## config.mk

```make
export PLATFORM = sky130hd
export DESIGN_NAME = addcmp_vecgen
export DESIGN_NICKNAME = d
export VERILOG_FILES = /design/src/rtl/addcmp_pkg.sv /design/src/rtl/addcmp_vecgen.sv
export SDC_FILE = /design/constraint.sdc
export NUM_CORES = 1
export LEC_CHECK = 0
export BUFFER_PORTS_ARGS = -buffer_cell sky130_fd_sc_hd__buf_2
export CAP_MARGIN = 20
export CORE_AREA = 8 8 45 47
export DETAILED_ROUTE_END_ITERATION = 8
export DIE_AREA = 0 0 53 55
export PLACE_DENSITY = 0.55
export SYNTH_ARGS = -nofsm -noshare
export SYNTH_HDL_FRONTEND = slang
export SYNTH_SLANG_ARGS = --single-unit
```

## constraint.sdc

```tcl
create_clock -name clk -period 1.5 [get_ports clk]
set_clock_uncertainty 0.05 [all_clocks]
set_input_delay 0.075 -clock clk [delete_from_list [all_inputs] [get_ports clk]]
set_output_delay 0.075 -clock clk [all_outputs]
set_load 0.01 [all_outputs]
```

## src/rtl/addcmp_pkg.sv

```systemverilog
// addcmp_pkg: shared types, widths and golden model for the add/compare BIST checker.
package addcmp_pkg;
    localparam int OPW = 4;
    localparam int VECW = 8;
    typedef enum logic [2:0] {IDLE, APPLY, SETTLE, CHECK, DONE} state_t;
    function automatic logic [2:0] addcmp_expect(input logic [OPW-1:0] a, input logic [OPW-1:0] b, input logic cin);
        logic [OPW:0] sum;
        sum = {1'b0, a} + {1'b0, b} + {{OPW{1'b0}}, cin};
        return {sum[OPW], a > b, a < b};
    endfunction
endpackage

```

## src/rtl/addcmp_vecgen.sv

```systemverilog
// addcmp_vecgen: vector index source; binary sweep by default, 8-bit LFSR when ADDCMP_LFSR_EN is defined.
module addcmp_vecgen
    import addcmp_pkg::*;
#(
    parameter logic [VECW-1:0] LFSR_SEED = 8'hA5
) (
    input  logic            clk,
    input  logic            rst_n,
    input  logic            load,
    input  logic            advance,
    output logic [VECW-1:0] idx,
    output logic            last
);
    if (LFSR_SEED == '0) begin : g_bad_seed
        $error("addcmp_vecgen: LFSR_SEED must be nonzero");
    end
    logic [VECW-1:0] nxt;
`ifdef ADDCMP_LFSR_EN
    localparam logic [VECW-1:0] INIT = LFSR_SEED;
    // taps 8,6,5,4: maximal length, so the run ends when the seed comes round again
    assign nxt  = {idx[6:0], idx[7] ^ idx[5] ^ idx[4] ^ idx[3]};
    assign last = nxt == LFSR_SEED;
`else
    localparam logic [VECW-1:0] INIT = '0;
    assign nxt  = idx + 8'd1;
    assign last = &idx;
`endif
    always_ff @(posedge clk or negedge rst_n) begin
        if (!rst_n)
            idx <= INIT;
        else if (load)
            idx <= INIT;
        else if (advance)
            idx <= nxt;
    end
endmodule

```

# == Yosys cells after proc, flatten, opt, wreduce, memory -nomap -nowiden ==
# Index checks and enable logic that the tools add are counted.
# word_totals
out_inout_bits,9
ram_bits,0
inputBits,4
latch_bits,0
reg_bits,8
elab_cells,6
memories,0
rom_bits,0
# classes
n_mul,0
n_mux,2
bitwise_logic,0
div_mod_pow,0
n_shift,0
order_cmp,0
eq_ne,0
n_reduce_logical,2
addsub,1
# ops
cell,n
two-way mux 8 bit,2
"adder 8 x 1 -> 8 bit, second input constant",1
AND reduction 8 bit,1
nonzero test 2 bit,1

# == Logic depth before layout (Yosys ltp) ==
# logic_depth
word_depth,3
ltp_mapped,4
mapped_depth_nobuf,4

# == Least setup slack after synthesis ==
# OpenSTA, ideal clock, no wires.
# synth_path
path_type,reg-to-reg
start,reg idx[0]
end,reg idx[6]
t_arrival_ps,1209
path_stages_with_launch,5
setup_slack_ps,163
period_less_slack_ps,1337
required_ps,1372
setup_time_ps,78
cell_sequence,dfrtp_1 -> ha_1 -> nand3_1 -> or3_1 -> a21oi_1
# synth_via
elab_chain_cells,3
# synth_rtl
element,line,text
"start, declared",addcmp_vecgen.sv:11,"output logic [VECW-1:0] idx,"
"start signal, assigned",addcmp_vecgen.sv:34,idx <= nxt;
adder 8 x 1 -> 8 bit,addcmp_vecgen.sv:25,assign nxt = idx + 8'd1;
two-way mux 8 bit,addcmp_vecgen.sv:33,else if (advance)
two-way mux 8 bit,addcmp_vecgen.sv:31,else if (load)
# No other way between the ends. The select of a mux whose other input is x is not followed.
# A chain may end at the register's enable or synchronous reset.

# == Worst setup path in the final report ==
# layout_path
start,reg idx[1]
end,out last
# layout_via
elab_chain_cells,1
# layout_rtl
element,line,text
AND reduction 8 bit,addcmp_vecgen.sv:26,assign last = &idx;
"end, declared",addcmp_vecgen.sv:12,output logic last
# No other way between the ends.

==> impl_metrics.csv <==
group,metric,value,unit
final_layout,top_regs,"idx x8",
final_layout,final_common_cell,"buf_2",
timing,hold_viol_final,0,
worst_setup_path,r2r-start,"idx[1]",
timing,tightest_slew,0.234,ns
final_layout,nFillCells,153,
route,firstDrtPassIters,4,
clocking,cts_buffer_depth,2,
timing,relSlewSlack,84.4,%
place,gp_congestion,0.737,
timing,fin_tns_setup,0,ns
route,vias,333,
die,rows,14,
grt,grt.total_usage,8.06,%
outcome,status,"finished clean",
flow_run,max_cap_viol_count,0,
place,dp_hpwl,702,um
clocking,htree_levels,1,
min_path,hold_depth,2,
final_layout,largest_register,"idx",
synthesis,synth_area_per_cell,10.2,um^2
synthesis,ys_types,16,
synthesis,syn_nets,44,
clocking,cts.sinks,8,
synthesis,syn-cell-area,397,um^2
clocking,clkTransAtPathRegs,0.06,ns
timing,drv_slew,0,
grt,antenna_found_initial,0,
timing,rsz0062_at_grt,"false",
min_path,hold_path.class,"primary input to register",
clocking,cts_root_buffer,"clkbuf_4",
clocking,cts_inserted_buffers,3,
route,drtIter0Drc,3,
timing,setup_viol,0,
route,via_per_inst,4.83,
power_and_ir_drop,power_density,869,nW/um^2
grt,grt_max_degree,9,
synthesis,synth_seq_cells,8,
die,die_x,53,um
synthesis,ys_warn_count,0,
worst_setup_path,reg2regPathDepth,4,
timing,fmax,0.728,GHz
worst_setup_path,reg2reg_to,"idx[6]",
final_layout,layout_common_cells,"buf_2, dfrtp_1, nor2_1",
worst_setup_path,arrival,1.25,ns
power_and_ir_drop,leakagePower,0.242,nW
worst_setup_path,path_max_fanout,4,
timing,finalCriticalPeriod,1.37,ns
route,wl,945,um
die,die_area,2920,um^2
die,io_pins,13,
worst_setup_path,crit_family,"flip-flops",
worst_setup_path,setup.worst_path.start_class,"register",
clocking,cts_setup_buffers,0,
worst_setup_path,critical-path-max-stage-delay,0.42,ns
synthesis,syn_inst,39,
route,wl_per_cell,13.7,um
worst_setup_path,required,1.37,ns
worst_setup_path,crit_slowest_cell,"dfrtp_1",
clocking,cts_tree,"yes",
die,die_height,55,um
clocking,worstSkewPairLatency,0.26,ns
final_layout,drive_gt1_share,34.0,%
worst_setup_path,crit_chain,"ha_2, nand3_1, nor2_1, buf_2",
worst_setup_path,crit_type,"register to primary output",
worst_setup_path,cp-end-kind,"primary output",
min_path,min_to,"idx[6]",
min_path,hold_start,"load",
final_layout,diodes,0,
synthesis,ys_seq_area_share,50.5,%
grt,overflow,0,
grt,grt_pass1_vias,374,
worst_setup_path,cp.buffers_inverters,1,
die,start_util,28.7,%
final_layout,syn2layout_area_growth,26.5,%
grt,grt_pass1_wl,1.68,mm
die,coreArea,1380,um^2
place,numPortBuffers,12,
final_layout,largest_register_ffs,8,
route,drc_errors,0,
final_layout,finalNetCount,60,
power_and_ir_drop,ir_worst_vdd,0.458,mV
timing,min_period_over_period,91.5,%
route,final_antenna_net_count,0,
place,placed_area,465,um^2
worst_setup_path,reg2reg_slack,0.17,ns
final_layout,final_area,502,um^2
[synth_stat cells, drive strengths merged]
master / n / area share, %
a21oi: 3 / 3.8
buf: 2 / 2.8
dfrtp: 8 / 50
ha: 1 / 3.2
mux2i: 1 / 2.5
nand2: 2 / 1.9
nand3: 3 / 3.8
nand4: 3 / 8.5
nor2: 6 / 5.7
o21ai: 3 / 3.8
or3: 3 / 4.7
xnor2: 1 / 2.2
xor2: 3 / 6.6
[layer usage]
metal	share of wire [%]	wire length [um]	global-route usage, %	vias up
met5	0	0	0	-
met4	0.85	8	1.29	0
met3	12	117	5.88	2
met2	45	424	13.3	11
met1	42	395	8.28	154
li1	-	-	-	166
[worst max path at each step]
| stage | from | end | slack, ns | cells after the start |
|---|---|---|---|---|
| 2_1_floorplan | idx[0] | idx[6] | 0.16 | 4 |
| 3_3_place_gp | idx[0] | idx[6] | 0.19 | 4 |
| 3_5_place_dp | idx[0] | idx[6] | 0.15 | 4 |
| 4_1_cts | idx[0] | last | 0.10 | 4 |
| 5_1_grt | idx[1] | last | 0.005 | 4 |
| 6_report | idx[1] | last | 0.13 | 4 |
[worst reg2reg max path: stages (launching register included)]
cell	delay [ns]
dfrtp_1	0.42
ha_2	0.24
nand3_1	0.08
or3_1	0.32
a21oi_1	0.14
[area by class of cell]
class / instances / area, um^2 / area share (%)
Sequential cell: 8 / 201 / 40.1
Timing Repair Buffer: 13 / 70.1 / 14.0
Tap cell: 16 / 20.0 / 3.99
Clock buffer: 3 / 22.5 / 4.49
Multi-Input combinational cell: 29 / 188 / 37.4
[cell families (layout without fill, tap and decap cells)]
kind of cell / after synthesis / after routing / synth area share (%)
simple gates: 17 / 17 / 24.6
flops: 8 / 8 / 50.5
compound gates: 6 / 6 / 7.57
xor+xnor: 4 / 4 / 8.83
buf+inv: 2 / 16 / 2.84
fa+ha+maj: 1 / 1 / 3.15
mux: 1 / 1 / 2.52
[per-stage QoR]
step	instances	util (%)	power [mW]	hold slack, ns	setup slack [ns]
final	69	36.3	0.436	0.0476	0.127
after global routing	69	36.3	0.467	0.0705	0.00487
after CTS	69	36.0	0.443	0.0465	0.105
after detailed placement	65	33.6	0.272	-0.117	0.149
after global placement	65	33.6	0.272	-0.122	0.189
after floorplan	39	-	0.256	-0.271	0.163
[what timing repair did]
action	CTS	global route
hold buffers	1	0
hold endpoints to repair	8	0
endpoints found under the setup margin	0	1
resized for setup	0	2
[power by group]
part	total (mW)	internal (mW)	switching [mW]
combinational	0.0392	0.0166	0.0226
clock	0.165	0.0916	0.0736
sequential	0.232	0.222	0.00941
total	0.436	0.330	0.106
Power figures use the tool's default switching activity.
